**src/rtl/pipe_pkg.sv**
```systemverilog
// pipe_pkg: shared FSM encoding and register-index width helper for the pipeline controller.
`default_nettype none

package pipe_pkg;

  localparam logic [1:0] ST_RUN     = 2'd0;
  localparam logic [1:0] ST_MC_WAIT = 2'd1;
  localparam logic [1:0] ST_MC_ERR  = 2'd2;

  typedef enum logic [1:0] {
    RUN     = ST_RUN,
    MC_WAIT = ST_MC_WAIT,
    MC_ERR  = ST_MC_ERR
  } state_t;

  function automatic int rf_size(input int n_regs);
    return (n_regs > 1) ? $clog2(n_regs) : 1;
  endfunction

endpackage

`default_nettype wire

```
**src/rtl/pipe_ctrl_if.sv**
```systemverilog
// pipe_ctrl_if: ID/EX/WB handshake bundle between the pipeline datapath and the hazard controller.
`default_nettype none

interface pipe_ctrl_if
  import pipe_pkg::*;
#(
  parameter int RF_SIZE = rf_size(32),
  parameter int CNT_W   = 32
);
  logic               id_valid;
  logic [RF_SIZE-1:0] id_rs1;
  logic [RF_SIZE-1:0] id_rs2;
  logic               id_use_rs1;
  logic               id_use_rs2;
  logic [RF_SIZE-1:0] id_rd;
  logic               id_reg_write;
  logic               id_is_mc;
  logic               ex_branch_taken;
  logic               mc_done;
  logic               wb_we;
  logic [RF_SIZE-1:0] wb_rd;

  logic               if_en;
  logic               id_en;
  logic               ex_bubble;
  logic               flush;
  logic               issue;
  logic               stall;
  logic               mc_busy;
  logic               mc_err;
  logic [CNT_W-1:0]   stall_cycles;

  modport master (
    output id_valid, id_rs1, id_rs2, id_use_rs1, id_use_rs2, id_rd, id_reg_write,
           id_is_mc, ex_branch_taken, mc_done, wb_we, wb_rd,
    input  if_en, id_en, ex_bubble, flush, issue, stall, mc_busy, mc_err, stall_cycles
  );

  modport slave (
    input  id_valid, id_rs1, id_rs2, id_use_rs1, id_use_rs2, id_rd, id_reg_write,
           id_is_mc, ex_branch_taken, mc_done, wb_we, wb_rd,
    output if_en, id_en, ex_bubble, flush, issue, stall, mc_busy, mc_err, stall_cycles
  );
endinterface

`default_nettype wire

```
**src/rtl/pipe_scoreboard.sv**
```systemverilog
// pipe_scoreboard: per-register pending-write bits with two hazard read ports; x0 never pends.
`default_nettype none

module pipe_scoreboard
  import pipe_pkg::*;
#(
  parameter int N_REGS  = 32,
  parameter int RF_SIZE = rf_size(N_REGS)
) (
  input  wire logic               clk,
  input  wire logic               rst_n,
  input  wire logic               set_en,
  input  wire logic [RF_SIZE-1:0] set_idx,
  input  wire logic               clr_en,
  input  wire logic [RF_SIZE-1:0] clr_idx,
  input  wire logic [RF_SIZE-1:0] rs1,
  input  wire logic               use_rs1,
  input  wire logic [RF_SIZE-1:0] rs2,
  input  wire logic               use_rs2,
  output logic                    haz1,
  output logic                    haz2
);

  logic [N_REGS-1:0] busy_q;
  logic [N_REGS-1:0] busy_d;
  logic              hit1;
  logic              hit2;

  // Set is applied after clear so a new producer wins over a retiring one.
  always_comb begin
    busy_d = busy_q;
    for (int i = 1; i < N_REGS; i++) begin
      if (clr_en && (clr_idx == RF_SIZE'(i))) busy_d[i] = 1'b0;
      if (set_en && (set_idx == RF_SIZE'(i))) busy_d[i] = 1'b1;
    end
    busy_d[0] = 1'b0;
  end

  always_ff @(posedge clk or negedge rst_n) begin
    if (!rst_n) busy_q <= '0;
    else        busy_q <= busy_d;
  end

  // Reads use the registered vector only: a same-cycle WB clear is not forwarded.
  always_comb begin
    hit1 = 1'b0;
    hit2 = 1'b0;
    for (int i = 1; i < N_REGS; i++) begin
      if (busy_q[i] && (rs1 == RF_SIZE'(i))) hit1 = 1'b1;
      if (busy_q[i] && (rs2 == RF_SIZE'(i))) hit2 = 1'b1;
    end
  end

  assign haz1 = use_rs1 & hit1;
  assign haz2 = use_rs2 & hit2;

endmodule

`default_nettype wire

```
**src/rtl/pipe_ctrl.sv**
```systemverilog
// pipe_ctrl: IF/ID/EX issue controller - RAW stalls, multi-cycle EX sequencing with timeout, branch squash.
`default_nettype none

module pipe_ctrl
  import pipe_pkg::*;
#(
  parameter int N_REGS     = 32,
  parameter int RF_SIZE    = rf_size(N_REGS),
  parameter int MC_TIMEOUT = 64,
  parameter int CNT_W      = 32
) (
  input wire logic   clk,
  input wire logic   rst_n,
  pipe_ctrl_if.slave bus
);

  localparam int TO_W = $clog2(MC_TIMEOUT);

  state_t           state_q, state_d;
  logic [TO_W-1:0]  cnt_q, cnt_d;
  logic             err_q, err_d;
  logic [CNT_W-1:0] stall_cnt_q;

  logic haz1, haz2;
  logic if_en_c, flush_c, bubble_c, issue_c, stall_c;

  pipe_scoreboard #(
    .N_REGS  (N_REGS),
    .RF_SIZE (RF_SIZE)
  ) u_sb (
    .clk     (clk),
    .rst_n   (rst_n),
    .set_en  (issue_c & bus.id_reg_write),
    .set_idx (bus.id_rd),
    .clr_en  (bus.wb_we),
    .clr_idx (bus.wb_rd),
    .rs1     (bus.id_rs1),
    .use_rs1 (bus.id_use_rs1),
    .rs2     (bus.id_rs2),
    .use_rs2 (bus.id_use_rs2),
    .haz1    (haz1),
    .haz2    (haz2)
  );

  always_comb begin
    state_d  = state_q;
    cnt_d    = cnt_q;
    err_d    = err_q;
    if_en_c  = 1'b0;
    flush_c  = 1'b0;
    bubble_c = 1'b1;
    issue_c  = 1'b0;
    stall_c  = 1'b0;

    if (rst_n) begin
      if (bus.ex_branch_taken) begin
        flush_c = 1'b1;
        if_en_c = 1'b1;
      end else if (state_q != RUN) begin
        stall_c = bus.id_valid;
      end else if (bus.id_valid && (haz1 || haz2)) begin
        stall_c = 1'b1;
      end else begin
        issue_c  = bus.id_valid;
        bubble_c = ~bus.id_valid;
        if_en_c  = 1'b1;
      end
    end

    case (state_q)
      RUN: begin
        if (issue_c && bus.id_is_mc) begin
          state_d = MC_WAIT;
          cnt_d   = '0;
        end
      end
      MC_WAIT: begin
        if (bus.mc_done) begin
          state_d = RUN;
        end else if (cnt_q == TO_W'(MC_TIMEOUT - 1)) begin
          state_d = MC_ERR;
          err_d   = 1'b1;
        end else begin
          cnt_d = cnt_q + 1'b1;
        end
      end
      MC_ERR: begin
        if (bus.mc_done) state_d = RUN;
      end
      default: state_d = RUN;
    endcase
  end

  always_ff @(posedge clk or negedge rst_n) begin
    if (!rst_n) begin
      state_q     <= RUN;
      cnt_q       <= '0;
      err_q       <= 1'b0;
      stall_cnt_q <= '0;
    end else begin
      state_q <= state_d;
      cnt_q   <= cnt_d;
      err_q   <= err_d;
      if (stall_c && (stall_cnt_q != {CNT_W{1'b1}})) stall_cnt_q <= stall_cnt_q + 1'b1;
    end
  end

  assign bus.if_en        = if_en_c;
  assign bus.id_en        = rst_n;
  assign bus.ex_bubble    = bubble_c;
  assign bus.flush        = flush_c;
  assign bus.issue        = issue_c;
  assign bus.stall        = stall_c;
  assign bus.mc_busy      = rst_n & (state_q != RUN);
  assign bus.mc_err       = err_q;
  assign bus.stall_cycles = stall_cnt_q;

endmodule

`default_nettype wire

```
**src/flat_wrapper.sv**
```systemverilog
// flat-port wrapper written by rule: the top's interface ports become plain ports
module pipe_ctrl_flat import pipe_pkg::*;
#(
  parameter int N_REGS     = 32,
  parameter int RF_SIZE    = rf_size(N_REGS),
  parameter int MC_TIMEOUT = 64,
  parameter int CNT_W      = 32
)
  (clk, rst_n, bus_id_valid, bus_id_rs1, bus_id_rs2, bus_id_use_rs1, bus_id_use_rs2, bus_id_rd, bus_id_reg_write, bus_id_is_mc, bus_ex_branch_taken, bus_mc_done, bus_wb_we, bus_wb_rd, bus_if_en, bus_id_en, bus_ex_bubble, bus_flush, bus_issue, bus_stall, bus_mc_busy, bus_mc_err, bus_stall_cycles);
  pipe_ctrl_if #(.RF_SIZE(RF_SIZE), .CNT_W(CNT_W)) bus_i ();
  input wire logic clk;
  input wire logic rst_n;
  input wire logic [$bits(bus_i.id_valid)-1:0] bus_id_valid;
  input wire logic [$bits(bus_i.id_rs1)-1:0] bus_id_rs1;
  input wire logic [$bits(bus_i.id_rs2)-1:0] bus_id_rs2;
  input wire logic [$bits(bus_i.id_use_rs1)-1:0] bus_id_use_rs1;
  input wire logic [$bits(bus_i.id_use_rs2)-1:0] bus_id_use_rs2;
  input wire logic [$bits(bus_i.id_rd)-1:0] bus_id_rd;
  input wire logic [$bits(bus_i.id_reg_write)-1:0] bus_id_reg_write;
  input wire logic [$bits(bus_i.id_is_mc)-1:0] bus_id_is_mc;
  input wire logic [$bits(bus_i.ex_branch_taken)-1:0] bus_ex_branch_taken;
  input wire logic [$bits(bus_i.mc_done)-1:0] bus_mc_done;
  input wire logic [$bits(bus_i.wb_we)-1:0] bus_wb_we;
  input wire logic [$bits(bus_i.wb_rd)-1:0] bus_wb_rd;
  output wire logic [$bits(bus_i.if_en)-1:0] bus_if_en;
  output wire logic [$bits(bus_i.id_en)-1:0] bus_id_en;
  output wire logic [$bits(bus_i.ex_bubble)-1:0] bus_ex_bubble;
  output wire logic [$bits(bus_i.flush)-1:0] bus_flush;
  output wire logic [$bits(bus_i.issue)-1:0] bus_issue;
  output wire logic [$bits(bus_i.stall)-1:0] bus_stall;
  output wire logic [$bits(bus_i.mc_busy)-1:0] bus_mc_busy;
  output wire logic [$bits(bus_i.mc_err)-1:0] bus_mc_err;
  output wire logic [$bits(bus_i.stall_cycles)-1:0] bus_stall_cycles;
  assign bus_i.id_valid = bus_id_valid;
  assign bus_i.id_rs1 = bus_id_rs1;
  assign bus_i.id_rs2 = bus_id_rs2;
  assign bus_i.id_use_rs1 = bus_id_use_rs1;
  assign bus_i.id_use_rs2 = bus_id_use_rs2;
  assign bus_i.id_rd = bus_id_rd;
  assign bus_i.id_reg_write = bus_id_reg_write;
  assign bus_i.id_is_mc = bus_id_is_mc;
  assign bus_i.ex_branch_taken = bus_ex_branch_taken;
  assign bus_i.mc_done = bus_mc_done;
  assign bus_i.wb_we = bus_wb_we;
  assign bus_i.wb_rd = bus_wb_rd;
  assign bus_if_en = bus_i.if_en;
  assign bus_id_en = bus_i.id_en;
  assign bus_ex_bubble = bus_i.ex_bubble;
  assign bus_flush = bus_i.flush;
  assign bus_issue = bus_i.issue;
  assign bus_stall = bus_i.stall;
  assign bus_mc_busy = bus_i.mc_busy;
  assign bus_mc_err = bus_i.mc_err;
  assign bus_stall_cycles = bus_i.stall_cycles;
  pipe_ctrl #(.N_REGS(N_REGS), .RF_SIZE(RF_SIZE), .MC_TIMEOUT(MC_TIMEOUT), .CNT_W(CNT_W)) u_core (.clk(clk), .rst_n(rst_n), .bus(bus_i));
endmodule
```
**config.mk**
```make
export PLATFORM = sky130hd
export DESIGN_NAME = pipe_ctrl_flat
export DESIGN_NICKNAME = d
export VERILOG_FILES = /design/src/rtl/pipe_pkg.sv /design/src/rtl/pipe_ctrl_if.sv /design/src/rtl/pipe_scoreboard.sv /design/src/rtl/pipe_ctrl.sv /design/src/flat_wrapper.sv
export SDC_FILE = /design/constraint.sdc
export NUM_CORES = 1
export LEC_CHECK = 0
export BUFFER_PORTS_ARGS = -buffer_cell sky130_fd_sc_hd__buf_4
export CAP_MARGIN = 5
export CORE_ASPECT_RATIO = 1.25
export CORE_MARGIN = 2
export CORE_UTILIZATION = 40
export CTS_CLUSTER_DIAMETER = 200
export CTS_CLUSTER_SIZE = 25
export DETAILED_ROUTE_END_ITERATION = 7
export HOLD_SLACK_MARGIN = 0.06
export PLACE_DENSITY_LB_ADDON = 0.25
export SLEW_MARGIN = 20
export SYNTH_ARGS = -nofsm -noshare
export SYNTH_HDL_FRONTEND = slang
export SYNTH_SLANG_ARGS = --single-unit
```
**constraint.sdc**
```tcl
create_clock -name clk -period 6.7 [get_ports clk]
set_input_delay 1.005 -clock clk [delete_from_list [all_inputs] [get_ports clk]]
set_output_delay 1.005 -clock clk [all_outputs]
set_load 0.02 [all_outputs]
```
* Word-level counts from Yosys, hierarchy flattened
Index checks and enable logic that the tools add are counted.
** Operators by class
- Add/subtract/negate cells :: 2
- Equal/unequal tests :: 133
- Mux-type cells :: 151
- Bitwise operators :: 6
- Reduce and logical (&&, ||, !) cells :: 165
** Operator list (number)
- equality test 5 bit (second input constant) :: 64
- equality test 5 x 4 -> 1 bit (second input constant) :: 32
- two-way mux 1 bit :: 142
- logical AND 1 bit :: 127
- equality test 5 x 3 -> 1 bit (second input constant) :: 16
- nonzero test 2 bit :: 33
- equality test 5 x 2 -> 1 bit (second input constant) :: 8
- adder 32 x 1 -> 32 bit (second input constant) :: 1
- inequality test 32 bit (second input constant) :: 1
- equality test 5 x 1 -> 1 bit (second input constant) :: 4
- two-way mux 6 bit :: 3
- one-hot mux 6 bit (2 select lines) :: 1
- two-way mux 2 bit :: 4
- adder 6 x 1 -> 6 bit (second input constant) :: 1
- equality test 6 bit (second input constant) :: 1
- inequality test 2 bit (second input constant) :: 3
- one-hot mux 2 bit (3 select lines) :: 1
- AND reduction 3 bit :: 2
- bitwise AND 1 bit :: 4
- AND reduction 4 bit :: 1
- inequality test 3 x 2 -> 1 bit (second input constant) :: 1
- equality test 2 x 1 -> 1 bit (second input constant) :: 1
- equality test 2 bit (second input constant) :: 1
- zero test 2 bit :: 1
- other kinds (3) :: 4
** Storage, ports and cells
- Register bits after elaboration :: 72
- Output and inout port bits :: 40
- Logic and storage cells :: 492

* Depth between registers and ports, before layout
- Word-level depth :: 43
- Gate-level depth with buffers :: 9
- Mapped depth without buffers :: 7

* Cells and area by module
Synthesis repeated with hierarchy kept, for this count alone.
** Second synthesis, totals
- Cells, all modules :: 431
- Area, all modules :: 4087.7 sq um
** Modules (own cells, without submodules)
- pipe_ctrl :: instances 1, cells an instance 202, area each 2099.5 sq um
- pipe_scoreboard :: instances 1, cells an instance 229, area each 1988.2 sq um

* Least setup slack after synthesis
OpenSTA, ideal clock, no wires.
- Path kind :: input port to output port
- Start :: input bus_id_rs1[3]
- End :: output bus_ex_bubble
- Arrival time :: 3.018 ns
- Slack :: 2.677 ns
- Cell stages on the path :: 8
- Buffers on the path :: 1
- Cell sequence :: mux2_1 -> a221o_1 -> a311o_1 -> o221ai_2 -> o211ai_2 -> clkbuf_1 -> nor2_1 -> inv_1
** On the way
- Word-level cells in the longest chain between the ends :: 40
- Elaborated cells on any way between the ends :: 100
- Classes of those cells :: eq/ne (31); mux (35); bitwise (1); reduce/logical (33)
** Ends and longest elaborated chain
- from (decl) :: RTL line flat_wrapper.sv:14 : input wire logic [$bits(bus_i.id_rs1)-1:0] bus_id_rs1;
- equality test 5 x 1 -> 1 bit :: RTL line pipe_scoreboard.sv:49 : if (busy_q[i] && (rs1 == RF_SIZE'(i))) hit1 = 1'b1;
- logical AND 1 bit :: RTL line pipe_scoreboard.sv:49
- two-way mux 1 bit (30 in a row) :: RTL line pipe_scoreboard.sv:49
- two-way mux 1 bit * :: RTL line pipe_scoreboard.sv:49
- bitwise AND 1 bit * :: RTL line pipe_scoreboard.sv:54 : assign haz1 = use_rs1 & hit1;
- logical OR 1 bit * :: RTL line pipe_ctrl.sv:61 : end else if (bus.id_valid && (haz1 || haz2)) begin
- logical AND 1 bit * :: RTL line pipe_ctrl.sv:61
- two-way mux 1 bit * :: RTL line pipe_ctrl.sv:61
- two-way mux 1 bit * :: RTL line pipe_ctrl.sv:59 : end else if (state_q != RUN) begin
- two-way mux 1 bit * :: RTL line pipe_ctrl.sv:56 : if (bus.ex_branch_taken) begin
- two-way mux 1 bit * :: RTL line pipe_ctrl.sv:55 : if (rst_n) begin
- to (decl) :: RTL line flat_wrapper.sv:27 : output wire logic [$bits(bus_i.ex_bubble)-1:0] bus_ex_bubble;
Every way passes the cells marked *; elsewhere a longest branch is shown, timed or not.

* Final worst setup path
Same ends and word-level chain as after synthesis.

==> impl_metrics.py <==
metrics = {
    "run_status": {
        "status": "completed",
    },
    "hold_path": {
        "min_path_type": "flip-flop to flip-flop",
        "hold_depth": 1,
    },
    "critical_path": {
        "cp-end-kind": "output port",
        "path_depth": 10,
        "cp.required_ns": 5.69,
        "critPathTopFamily": "compound AO/OA/AOI/OAI gates",
        "r2r_setup_slack_ns": 3.90,
        "critPathMaxStageDelay_ns": 0.34,
        "worstSetupPathType": "primary input to output port",
        "crit_top_cell": "buf_4",
        "worstPathCellList": "buf_4 > mux2_1 > a221o_1 > a311o_1 > o221ai_2 > o211ai_2 > buf_4 > nor2_1 > inv_1 > buf_4",
        "crit_fanout": 24,
        "start_kind": "primary input",
        "reg2reg_depth": 6,
        "cp_slowest_cell": "mux2_1",
        "critical_path_buf_inv_count": 4,
        "cp.arrival_ns": 3.11,
    },
    "power_and_ir_drop": {
        "net-switching-power_uw": 311,
        "p_total_uw": 1080,
        "worst_ir_drop_vdd_mv": 0.131,
        "pwr-share-seq": 0.450,
        "pwr-share-clk": 0.405,
        "power.internal_uw": 770,
        "swShare": 0.287,
        "leakagePower_uw": 0.00208,
        "power_density_nw_per_um2": 215,
        "share_comb_of_total_power": 0.145,
    },
    "drt": {
        "wl_per_cell_um": 19.0,
        "viasPerCell": 6.03,
        "drtIter0Drc": 433,
        "first_pass_iters": 4,
        "wl_um": 12100,
        "drtAntennaViolNets": 0,
        "drc": 0,
        "vias": 3837,
    },
    "sta": {
        "maxSlewViolCount": 0,
        "maxSlewHeadroom": 0.488,
        "rsz0062_at_grt": "no",
        "holdWs_ns": 0.465,
        "setup_tns_ns": 0,
        "max_freq_ghz": 0.243,
        "finClkSkew_ns": 0.00679,
        "setup-violations-final": 0,
        "period_needed_ns": 4.11,
        "fin_crit_sh": 0.614,
        "final_hold_viol_count": 0,
        "worst_pin_slew_ns": 0.765,
    },
    "yosys": {
        "synthArstFlopShare": 1.00,
        "synth-seq-cells": 72,
        "synth_xor_area_frac": 0.0673,
        "synth-main-ff-cell": "dfrtp_1",
        "synthDistinctLibCells": 65,
        "synthSimpleGateAreaFrac": 0.256,
        "synth-adder-area-share": 0.00606,
        "synth_edf_count": 0,
        "synth_compound_area_frac": 0.164,
        "ys.warnings.count": 0,
        "syn_nets": 466,
        "synthCells": 434,
        "synth_top_family_by_area": "simple AND/OR/NAND/NOR gates",
        "syn-cell-area_sq_um": 4130,
        "yosysSeqAreaShare": 0.436,
        "synthMuxAreaShare": 0.0442,
        "syn_area_per_cell_sq_um": 9.51,
    },
    "finish": {
        "final_nets": 534,
        "stdcell_count": 636,
        "antenna_cells": 0,
        "area_growth_syn_to_layout_pct": 21.6,
        "final_cell_mix": "dfrtp_1 (72), buf_4 (71), o21ai_0 (61)",
        "drive_gt1_frac": 0.219,
        "final_common_cell": "dfrtp_1",
        "final_cell_area_sq_um": 5020,
    },
    "clocking": {
        "clk_pin_slew_ns": 0.06,
        "ctsHoldBuffers": 0,
        "cts_tree": "yes",
        "cts_sinks": 72,
        "clockRootBuffer": "clkbuf_16",
        "clk_path_buf_depth": 2,
        "numCtsBuffers": 9,
        "postCtsSetupBuffers": 0,
        "post_cts_resized": 0,
        "h-tree-depth": 3,
        "insertion_delay_ns": 0.34,
    },
    "die": {
        "rows": 41,
        "core_sq_um": 10100,
        "die-area_sq_um": 11200,
        "initial_core_util": 0.411,
        "die_w_um": 94.9,
        "die_h_um": 118,
        "ios": 70,
    },
    "placement": {
        "io_buffers": 69,
        "dpl.hpwl_um": 9000,
        "place_area_sq_um": 4750,
        "dp_cells": 620,
        "gp_congestion": 0.895,
    },
    "global_route": {
        "grt_pass1_vias": 3862,
        "overflow": 0,
        "grt_pass1_wl_um": 19500,
        "antenna_found_initial": 0,
        "grt_max_degree": 41,
        "globalRouteTotalUtil": 0.226,
    },
    "job": {
        "drv_cap": 0,
    },
}
## per-layer routing
layer,part of all wire,wire length [um],GRT usage,vias to the layer above
met2,0.51,6210,0.389,148
met3,0.055,664,0.0423,33
met4,0.034,408,0.107,0
met5,0,0,0,-
li1,-,-,-,1763
met1,0.40,4780,0.267,1893
## kinds of logic (layout without fill, tap and decap cells)
kind of cell / count (synthesis) / after routing
compound gates: 110 / 110
xor+xnor: 30 / 30
fa+ha+maj: 2 / 2
buf+inv: 23 / 96
flops: 72 / 72
mux: 16 / 16
simple gates: 181 / 181
## power groups by stage
stage	Clock [uW]	Sequential, uW	Combinational, uW
2_1_floorplan	0	493	78.4
3_3_place_gp	0	493	152
3_5_place_dp	0	494	158
4_1_cts	444	486	158
5_1_grt	461	489	173
6_report	437	486	157
## metrics by stage
step | util | setup slack [ns]
floorplan | - | 2.68
global placement | 0.472 | 2.65
detailed placement | 0.472 | 2.59
CTS | 0.500 | 2.58
global route | 0.500 | 2.47
finish | 0.500 | 2.59
## flip-flops by register name, indices dropped and copies added (netlist names)
register and count:
u_core.bus.mc_err 1, u_core.bus.stall_cycles 32, u_core.cnt_q 6, u_core.state_q 2, u_core.u_sb.busy_q 31
## synthesized netlist by cell type, types with 5 or more instances
cell type  instances  share of area
a21oi_1            8         0.0097
and2_1             5         0.0076
and3_1             7          0.011
buf_2              6         0.0073
clkbuf_1           5         0.0045
dfrtp_1           72           0.44
inv_1              8         0.0073
mux2_2             7          0.019
mux2i_1            7          0.017
nand2_1           29          0.026
nand2b_1           5         0.0076
nand3_1           29          0.035
nand3b_1           6          0.011
nand4_1           20          0.030
nor2_1            22          0.020
nor2b_1           12          0.018
o21ai_0           61          0.074
o21ai_1            9          0.011
or3_1              7          0.011
or4_1              8          0.015
xnor2_1           27          0.057
## worst paths after layout
kind | endpoint | startpoint
setup reg to reg | u_core.bus.stall_cycles[1] | u_core.bus.stall_cycles[3]
max in group asynchronous | u_core.bus.stall_cycles[2] | rst_n
min in group asynchronous | u_core.u_sb.busy_q[9] | rst_n
hold / removal | u_core.bus.mc_err | u_core.bus.mc_err
hold reg to reg | u_core.bus.mc_err | u_core.bus.mc_err
setup / recovery | bus_ex_bubble | bus_id_rs1[3]
## layout make-up
| cell class | instances | area (sq um) |
|---|---|---|
| fillers | 994 | 5030 |
| multi-input cells | 339 | 2220 |
| flip-flops and latches | 72 | 1800 |
| repair buffers | 71 | 533 |
| clock buffers | 9 | 225 |
| well taps | 129 | 161 |
| clock inverters | 7 | 48.8 |
| inverters | 9 | 33.8 |
Note: power is estimated with default switching activity, not from simulation.
